## config.mk

```make
export PLATFORM = sky130hd
export DESIGN_NAME = keypad_debounce
export DESIGN_NICKNAME = d
export VERILOG_FILES = /design/src/rtl/keypad_debounce.sv
export SDC_FILE = /design/constraint.sdc
export NUM_CORES = 1
export LEC_CHECK = 0
export BUFFER_PORTS_ARGS = -buffer_cell sky130_fd_sc_hd__clkbuf_2
export CAP_MARGIN = 0
export CORE_MARGIN = 2
export CORE_UTILIZATION = 35
export DETAILED_ROUTE_END_ITERATION = 8
export GPL_TIMING_DRIVEN = 1
export PLACE_DENSITY_LB_ADDON = 0.1
export SLEW_MARGIN = 40
export SYNTH_ARGS = -nofsm -noshare
export SYNTH_HDL_FRONTEND = slang
export SYNTH_SLANG_ARGS = --single-unit
```

## constraint.sdc

```tcl
create_clock -name clk -period 3.65 [get_ports clk]
set_input_delay 0.365 -clock clk [delete_from_list [all_inputs] [get_ports clk]]
set_output_delay 0.365 -clock clk [all_outputs]
set_load 0.02 [all_outputs]
```

## src/rtl/keypad_debounce.sv

```systemverilog
// Keypad front end: synchronises and debounces ten raw digit lines and emits one
// registered one-hot pulse per accepted keystroke. Multi-key presses are rejected.
module keypad_debounce #(
  parameter int DEBOUNCE_CYCLES = 500000,
  parameter int CNT_W           = 19
) (
  input  logic        clk,
  input  logic        reset,
  input  logic [0:9]  tecla,
  output logic [0:9]  IO,
  output logic [3:0]  key_code,
  output logic        key_valid,
  output logic        busy
);

  typedef enum logic [2:0] {
    IDLE, DEBOUNCE, FIRE, HOLD, RELEASE, LOCK
  } state_t;

  localparam logic [CNT_W-1:0] CNT_LAST = CNT_W'(DEBOUNCE_CYCLES - 1);

  state_t           state, state_d;
  logic [0:9]       sync1, ks;
  logic [0:9]       cap, cap_d;
  logic [CNT_W-1:0] cnt, cnt_d;
  logic             any_key, one_hot;

  function automatic logic [3:0] digit_of(input logic [0:9] v);
    logic [3:0] d;
    d = 4'd0;
    for (int i = 0; i < 10; i++)
      if (v[i]) d = 4'(i);
    return d;
  endfunction

  assign any_key = |ks;
  assign one_hot = any_key && ((ks & (ks - 10'd1)) == 10'd0);

  // NOTE: state is updated with non-blocking assignments so every flop samples
  // the pre-edge values of its neighbours, exactly like the hardware.
  always_ff @(posedge clk or negedge reset) begin
    if (!reset) begin
      sync1 <= '0;
      ks    <= '0;
    end else begin
      sync1 <= tecla;
      ks    <= sync1;
    end
  end

  always_ff @(posedge clk or negedge reset) begin
    if (!reset) begin
      state <= IDLE;
      cap   <= '0;
      cnt   <= '0;
    end else begin
      state <= state_d;
      cap   <= cap_d;
      cnt   <= cnt_d;
    end
  end

  // NOTE: every signal driven here gets a default first, so no path through the
  // case statement can leave one unassigned and infer a latch.
  always_comb begin
    state_d = state;
    cap_d   = cap;
    cnt_d   = cnt;
    unique case (state)
      IDLE: begin
        if (one_hot) begin
          cap_d   = ks;
          cnt_d   = '0;
          state_d = DEBOUNCE;
        end else if (any_key) begin
          state_d = LOCK;
        end
      end
      DEBOUNCE: begin
        if (ks != cap)             state_d = IDLE;
        else if (cnt == CNT_LAST)  state_d = FIRE;
        else                       cnt_d   = cnt + CNT_W'(1);
      end
      FIRE: state_d = HOLD;
      HOLD, LOCK: begin
        if (!any_key) begin
          cnt_d   = '0;
          state_d = RELEASE;
        end
      end
      RELEASE: begin
        if (any_key)               state_d = HOLD;
        else if (cnt == CNT_LAST)  state_d = IDLE;
        else                       cnt_d   = cnt + CNT_W'(1);
      end
      default: state_d = IDLE;
    endcase
  end

  // Outputs are registered off the next state so they line up with the FIRE cycle.
  always_ff @(posedge clk or negedge reset) begin
    if (!reset) begin
      IO        <= '0;
      key_code  <= '0;
      key_valid <= 1'b0;
      busy      <= 1'b0;
    end else begin
      IO        <= (state_d == FIRE) ? cap : '0;
      key_valid <= (state_d == FIRE);
      busy      <= (state_d != IDLE);
      if (state_d == FIRE) key_code <= digit_of(cap);
    end
  end

endmodule

```

# Yosys cells after proc, flatten, opt, wreduce, memory -nomap -nowiden
# Cells that the tools add are included.
[word_totals] ff_bits=68 word_cells=57 out_inout_bits=16 inputBits=12
[classes] reduce_logical=9 n_mux=24 addsub=2 eq_ne=12 bitwise=1
[ops] operator="19-bit two-way mux" count=5
[ops] operator="19-bit case mux with 4 select lines" count=1
[ops] operator="4-bit two-way mux" count=8
[ops] operator="3-bit two-way mux" count=7
[ops] operator="19-bit by 1-bit adder with 19-bit output (second input constant)" count=1
[ops] operator="19-bit equality test (second input constant)" count=1
[ops] operator="3-bit case mux with 5 select lines" count=1
[ops] operator="10-bit AND" count=1
[ops] operator="10-bit logical NOT" count=1
[ops] operator="10-bit two-way mux" count=1
[ops] operator="10-bit inequality test" count=1
[ops] operator="10-bit OR reduction" count=1
[ops] operator="10-bit by 1-bit subtractor with 10-bit output (second input constant)" count=1
[ops] operator="3-bit by 2-bit equality test with 1-bit output (second input constant)" count=3
[ops] operator="2-bit inequality test (second input constant)" count=4
[ops] operator="3-bit equality test (second input constant)" count=2
[ops] operator="5-bit AND reduction" count=1
[ops] operator="4-bit nonzero test" count=1
[ops] operator="3-bit by 1-bit equality test with 1-bit output (second input constant)" count=1
[ops] operator="3-bit logical NOT" count=1
[ops] operator="3-bit nonzero test" count=1
[ops] operator="2-bit AND reduction" count=1
[ops] operator="2-bit OR reduction" count=1
[ops] operator="1-bit logical AND" count=1
[ops] operator="1-bit two-way mux" count=1

# Logic depth before layout (Yosys ltp)
# Gate-level depths: netlist of the first run.
[depth] word_depth=9 ltp_mapped=9 depth_no_buf=7

# Worst setup path after synthesis of the first run
# Ideal clock, no wire load.
[synth_timing] path_type="register to register" startpoint="register ks[9] (netlist bit)" endpoint="register cap[0] (netlist bit)" synth_period_minus_slack_ns=2.394 path_stages_with_launch=7 n_path_buf=1 required_ns=3.522 setup_time_ns=0.128 slack_ns=1.256 t_arrival_ns=2.267 cell_sequence="dfrtp_1 -> or4_1 -> a2111oi_0 -> o32ai_1 -> nor3_2 -> buf_4 -> mux2_1"
[synth_between] elab_chain_cells=5 word_cells_on_any_way=6 cone_classes="1 x add/sub; 1 x bitwise; 4 x reduce/logical"
[synth_lines] element="from (decl)" line="23" rtl="logic [0:9] sync1, ks;"
[synth_lines] element="from (signal assigned)" line="47" rtl="ks <= sync1;"
[synth_lines] element="10-bit by 1-bit subtractor with 10-bit output" line="37" rtl="assign one_hot = any_key && ((ks & (ks - 10'd1)) == 10'd0);"
[synth_lines] element="10-bit AND" line="37"
[synth_lines] element="10-bit logical NOT" line="37"
[synth_lines] element="1-bit logical AND *" line="37"
[synth_lines] element="2-bit AND reduction (no line) *"
[synth_lines] element="to (signal assigned)" line="58" rtl="cap <= cap_d;"
[synth_lines] element="to (decl)" line="24" rtl="logic [0:9] cap, cap_d;"
# Every way passes the cells marked *; elsewhere a longest branch is shown, timed or not.
# A chain may end at the register's enable or synchronous reset.

# Worst setup path in the final report of the first run
[layout_timing] startpoint="register ks[8] (netlist bit)" endpoint="register cnt[1]"
[layout_between] elab_chain_cells=6 word_cells_on_any_way=11 cone_classes="1 x add/sub; 5 x eq/ne; 1 x bitwise; 4 x reduce/logical"
[layout_lines] element="10-bit by 1-bit subtractor with 10-bit output" line="37"
[layout_lines] element="10-bit AND" line="37"
[layout_lines] element="10-bit logical NOT" line="37"
[layout_lines] element="1-bit logical AND" line="37"
[layout_lines] element="2-bit inequality test (no line)"
[layout_lines] element="5-bit AND reduction (no line) *"
[layout_lines] element="to (signal assigned)" line="59" rtl="cnt <= cnt_d;"
[layout_lines] element="to (decl)" line="25" rtl="logic [CNT_W-1:0] cnt, cnt_d;"
# Marked as above.

==> results.cfg, run 1 <==
[status]
run_status = finished clean

[cells_and_area]
area_growth_syn_to_layout_pct = 15.0
drive_gt1_share_pct = 19.9
stdcell_count = 435
fin_util_pct = 41.6
diodes = 0
num-nets-final = 335

[floorplan]
die_h_microns = 99.2
io-pin-count = 28
die_w_microns = 99.2
fp-row-count = 34
fp.coreArea_sq_um = 8760
dieArea_sq_um = 9830
start_util_pct = 36.2

[global_routing]
grtUsageTotal_pct = 14.5
grt_pass1_vias = 2153
grt_max_degree = 45
grt_pass1_wl_mm = 11.2
antenna_found_initial = 0
grt-ovfl-total = 0

[cts]
clock_sinks = 68
cts_hold_buf = 0
clock-root-buffer = clkbuf_8
path_clk_slew_ns = 0.08
ctsResizeCount = 0
cts_tree = yes
cts_max_path_buffers = 2
htreeDepth = 3
cts_setup_buffers = 0
numCtsBuffers = 9
insertion_delay_ns = 0.34

[power]
vdd_drop_max_mv = 0.211
seqPwrFrac_pct = 44.2
intPower_mw = 1.37
leakage_nw = 1.66
clkPwrFrac_pct = 33.8
p_sw_uw = 634
power_density_nw_per_um2 = 550
p_total_mw = 2.01
swShare_pct = 31.6
combinationalPowerShare_pct = 22.0

[route]
dr_wl_met3_microns = 314
wl_per_cell_microns = 15.1
dr.max_layer_used = met4
drtIter0Drc = 127
drt-met1-wl_mm = 3.47
wl_mm = 6.59
vias_per_cell = 5.30
drcViolationCount = 0
antenna_left = 0
via_count = 2306
met2_length_mm = 2.75
firstDrtPassIters = 5

[worst_setup_path]
start_kind = register
rrSetupSlack_ns = 1.10
crit_path_end_kind = register
crit_type = register to register
crit_chain = or4_1, a2111oi_0, o32ai_1, o21ai_1, o31a_1, buf_4, mux2i_1
cp.required_ns = 3.91
cp.arrival_ns = 2.82
worstPathMaxFanout = 19
cpPeakStageDelay_ns = 0.57
crit_path_top_delay_cell = or4_1

[sta]
setup_tns_ns = 0
clock_skew_ns = 0.0115
tightest_slew_ns = 0.808
slew_violations = 0
finalCriticalPeriod_ns = 2.55
relSlewSlack_pct = 46.2
fmax_mhz = 391
final-hold-violation-count = 0
finalCritPeriodShare_pct = 70.0
rsz0062_at_grt = no
setup_viol = 0

[logic_synthesis]
synth.avg_cell_area_sq_um = 11.0
ys_warn_count = 0
yosysSeqAreaShare_pct = 53.7
synth.area.top_cells = dfrtp_1, xor2_1, a21oi_1
synth_edf_count = 0
syn_area_sq_um = 3170
yosys_register_bits = 68
synth_top_cell_area_share_pct = 53.7
synth_cell_type_count = 53
yosys.area.top_type = dfrtp_1
syn-num-nets = 302
synthCells = 289
synth_ff_type = dfrtp_1
synthArstFlopShare_pct = 100

[job]
drv_cap = 0

[placement]
placement.io_buffers = 27
dpl.hpwl_mm = 4.49
place_congestion = 0.775
placed_cells = 419

[hold_path]
hold_class = input pin to async pin
## flip-flops by register name, indices dropped and copies added, names as in the netlist
name / flops
state: 3
key_code: 4
IO: 10
busy: 1
cnt: 19
sync1: 10
ks: 10
key_valid: 1
cap: 10
## stage by stage
stage               instance area (sq um)  hold WS [ns]  setup WS, ns
detailed placement                   3430         0.335          1.07
global placement                     3430         0.335          1.14
finish                               3640       0.00900          1.10
global route                         3640        0.0564         0.931
floorplan                            3170        0.0694          1.26
CTS                                  3640        0.0148          1.06
## synth_stat cells (2+ instances only)
cell / count
nor2b_1: 2
a41oi_1: 6
mux2i_1: 2
o211ai_1: 4
nor3_2: 2
xor2_1: 11
mux2_2: 4
a31oi_2: 7
nand2b_1: 8
a31oi_1: 11
a21oi_1: 19
a2111oi_0: 2
nand3_1: 10
nand2_1: 24
buf_6: 2
and4_1: 2
nor3_1: 6
a211oi_1: 2
dfrtp_1: 68
and2_1: 15
nand4_1: 4
and3_1: 6
o21ai_1: 4
inv_1: 6
mux2_1: 8
o21ai_0: 3
nor2_1: 12
o21bai_1: 2
a211o_1: 2
clkbuf_1: 8
nor4_1: 5
## area by class of cell
cell class	count	area, sq um
well taps	108	135
fillers	871	5120
clock buffers	12	145
multi-input cells	203	1380
repair buffers	34	188
clock inverters	4	72.6
flip-flops and latches	68	1700
inverters	6	22.5
## final timing paths
check                               from  endpoint  cells past startpoint
worst max-delay path               ks[8]    cnt[1]                      7
worst min-delay path               reset     IO[2]                      1
worst max register to register     ks[8]    cnt[1]                      7
worst min register to register  sync1[6]     ks[6]                      0
max in group asynchronous          reset    cnt[2]                      2
min in group clk                tecla[3]  sync1[3]                      1
## layer usage
metal,track usage [%],up-vias
met1,22.2,1114
li1,-,1135
met4,5.80,0
met5,0,-
met3,4.01,4
met2,19.2,53
## cell families after synthesis
family	Yosys count	synth area share, %
and+or+nand+nor	104	18.4
adders and majority gates	2	0.711
buffers and inverters	18	2.76
muxes	14	4.90
DFF	68	53.7
AOI/OAI and AO/OA	72	16.5
xor gates and xnor gates	11	3.04
## power groups by stage
stage	logic, mW	clock network [mW]	registers [mW]
after CTS	0.445	0.702	0.884
final	0.441	0.679	0.886
after global placement	0.441	0	0.899
after global routing	0.502	0.734	0.897
after detailed placement	0.442	0	0.899
after floorplan	0.377	0	0.854
## worst max-delay path, delay by kind of cell (launching register included)
| family | cells | cell delay [ns] |
|---|---|---|
| AO/OA/AOI/OAI | 4 | 0.97 |
| AND/OR/NAND/NOR | 1 | 0.57 |
| buffers and inverters | 1 | 0.28 |
| multiplexers | 1 | 0.22 |
| flip-flops | 1 | 0.44 |
## layout by cell type, fill, tap and decap left out, types with 2 or more instances in the layout
| cell | netlist | final |
|---|---|---|
| a31oi_1 | 11 | 11 |
| a41oi_1 | 6 | 6 |
| nor3_1 | 6 | 6 |
| clkbuf_8 | 0 | 10 |
| and2_1 | 15 | 15 |
| mux2_2 | 4 | 4 |
| bufinv_16 | 0 | 2 |
| and4_1 | 2 | 2 |
| o211ai_1 | 4 | 4 |
| xor2_1 | 11 | 11 |
| and3_1 | 6 | 6 |
| nand2_1 | 24 | 24 |
| nand4_1 | 4 | 4 |
| nand2b_1 | 8 | 8 |
| mux2i_1 | 2 | 2 |
| nor2b_1 | 2 | 2 |
| mux2_1 | 8 | 8 |
| a21oi_1 | 19 | 19 |
| a211oi_1 | 2 | 2 |
| inv_1 | 6 | 6 |
| a31oi_2 | 7 | 7 |
| o21ai_0 | 3 | 3 |
| a2111oi_0 | 2 | 2 |
| nor2_1 | 12 | 12 |
| o21bai_1 | 2 | 2 |
| a211o_1 | 2 | 2 |
| clkbuf_1 | 8 | 2 |
| o21ai_1 | 4 | 4 |
| nor3_2 | 2 | 2 |
| buf_4 | 1 | 7 |
| nand3_1 | 10 | 10 |
| dfrtp_1 | 68 | 68 |
| clkbuf_2 | 0 | 26 |
| nor4_1 | 5 | 5 |
Note: power is estimated with default switching activity, not from simulation.
==> inputs of run 2 (changes only) <==
==> constraint.sdc (replaced) <==
create_clock -name clk -period 2.2 [get_ports clk]
set_input_delay 0.22 -clock clk [delete_from_list [all_inputs] [get_ports clk]]
set_output_delay 0.22 -clock clk [all_outputs]
set_load 0.02 [all_outputs]
==> run 2 against run 1 <==
Compared with the run above: the flow now finishes with violations (negative setup slack); combinational power grew to 2.8 times the previous value; global-route usage up 1.7 points; core utilization is 9.7 points higher; total power is 80% higher; sequential cell count stayed put; routed wire length up 16%; critical path type unchanged; critical endpoint unchanged.
==> results.cfg, run 2 (synthesis results as in run 1) <==
[sta]
clock_skew_ns = 0.0167
fin_ws_ns = -0.229
relSlewSlack_pct = 63.3
tightest_slew_ns = 0.551
setup_viol = 29
finalCritPeriodShare_pct = 110
fmax_mhz = 412
slew_violations = 0
final-hold-violation-count = 0
rsz0062_at_grt = yes
finalCriticalPeriod_ns = 2.43

[placement]
pre_cts_slack_ns = -0.238
placedInstanceArea_sq_um = 3820
place_congestion = 0.821
placement.io_buffers = 27
dpl.hpwl_mm = 4.97
placed_cells = 462

[worst_setup_path]
r2r_end = cnt[1]
crit_path_start = ks[9]
crit_type = register to register
start_kind = register
r2r_cells = 8
cp.arrival_ns = 2.70
worstPathMaxFanout = 10
cp.required_ns = 2.47
crit_path_end_kind = register
regToRegStartpoint = ks[9]
rrSetupSlack_ns = -0.23

[floorplan]
io-pin-count = 28
die_h_microns = 99.2
fp-row-count = 34
die_w_microns = 99.2
start_util_pct = 36.2
fp.coreArea_sq_um = 8760
dieArea_sq_um = 9830

[cts]
cts_max_path_buffers = 2
insertion_delay_ns = 0.35
cts_tree = yes
clock_sinks = 68
numCtsBuffers = 9
htreeDepth = 3
clock-root-buffer = clkbuf_8
path_clk_slew_ns = 0.08

[status]
run_status = finished with violations
failed_checks = negative setup slack

[route]
via_count = 2563
wl_mm = 7.64
firstDrtPassIters = 6
wl_per_cell_microns = 15.1
drtIter0Drc = 83
antenna_left = 0
drcViolationCount = 0
vias_per_cell = 5.08

[hold_path]
hold_class = register to register
holdPathEnd = ks[2]
hold_start = sync1[2]
worstHoldPathCells = 0

[power]
vdd_drop_max_mv = 0.310
leakage_nw = 2.05
power_density_nw_per_um2 = 805

[global_routing]
grt_pass1_vias = 2484
grt-ovfl-total = 0
grt_max_degree = 35
grt_pass1_wl_mm = 12.5
grtUsageTotal_pct = 16.2
antenna_found_initial = 0

[cells_and_area]
stdcell_count = 505
fin_util_pct = 51.3
diodes = 0
fill_cells = 812
drive_gt1_share_pct = 39.0
largest-register = cnt
area_growth_syn_to_layout_pct = 41.7
mostFrequentLayoutCell = dfrtp_1
final_cell_mix = dfrtp_1, buf_4, clkbuf_2
num-nets-final = 405
largest_reg_flops = 19
fin_area_sq_um = 4490

[job]
drv_cap = 0
run 2: cell count changes in the layout (fill, tap and decap cells not counted), sizes merged:
cell	delta
inv	+1
buf	+59
clkbuf	-2
dlygate4sd3	+11
clkinvlp	+3
bufinv	-2
run 2: worst max-delay path by stage:
stage / end / cells after the start
3_3_place_gp: cnt[17] / 7
2_1_floorplan: cap[4] / 6
3_5_place_dp: cnt[1] / 7
5_1_grt: cnt[1] / 8
6_report: cnt[1] / 8
4_1_cts: cnt[1] / 8
run 2: critical path, cell delays in order (launching register included):
cell and delay (ns):
dfrtp_1 0.38, or4_4 0.59, a2111oi_4 0.39, o32ai_4 0.18, o21ai_2 0.16, o31a_1 0.20, buf_4 0.13, buf_12 0.13
mux2i_1 0.18
run 2: final cells by class:
| cell class | count | area, sq um | area share, % |
|---|---|---|---|
| flip-flops and latches | 68 | 1700 | 37.9 |
| multi-input cells | 203 | 1600 | 35.6 |
| repair buffers | 104 | 845 | 18.8 |
| clock buffers | 10 | 138 | 3.06 |
| well taps | 108 | 135 | 3.01 |
| clock inverters | 6 | 47.5 | 1.06 |
| inverters | 6 | 22.5 | 0.501 |
run 2: metrics by stage:
step	hold slack (ns)	total power, mW	TNS, ns
after floorplan	-0.0756	2.06	-0.526
after global placement	0.239	2.40	-5.04
after detailed placement	0.242	2.39	-4.34
after CTS	0.351	3.62	-3.32
after global routing	0.358	3.83	-7.74
final	0.349	3.61	-4.13
run 2: per-layer routing:
layer / GRT usage, % / up-vias / share of wire [%]
met5: 0 / - / 0
met2: 23.4 / 43 / 45
met3: 3.44 / 9 / 3.8
met1: 23.7 / 1235 / 50
li1: - / 1276 / -
met4: 6.32 / 0 / 1.4
run 2: repair_timing:
item                       CTS  global route
buffers inserted            11             6
resized for setup           20            28
pin swaps                    7            15
hold buffers                11             0
cloned                       2             0
hold endpoints to repair    31             0
setup endpoints to repair   32            46
run 2: report_power, final:
| part | internal (mW) | switching (mW) |
|---|---|---|
| Clock | 0.445 | 0.527 |
| Combinational | 0.580 | 0.661 |
| Sequential | 1.32 | 0.0764 |
| Total | 2.35 | 1.26 |
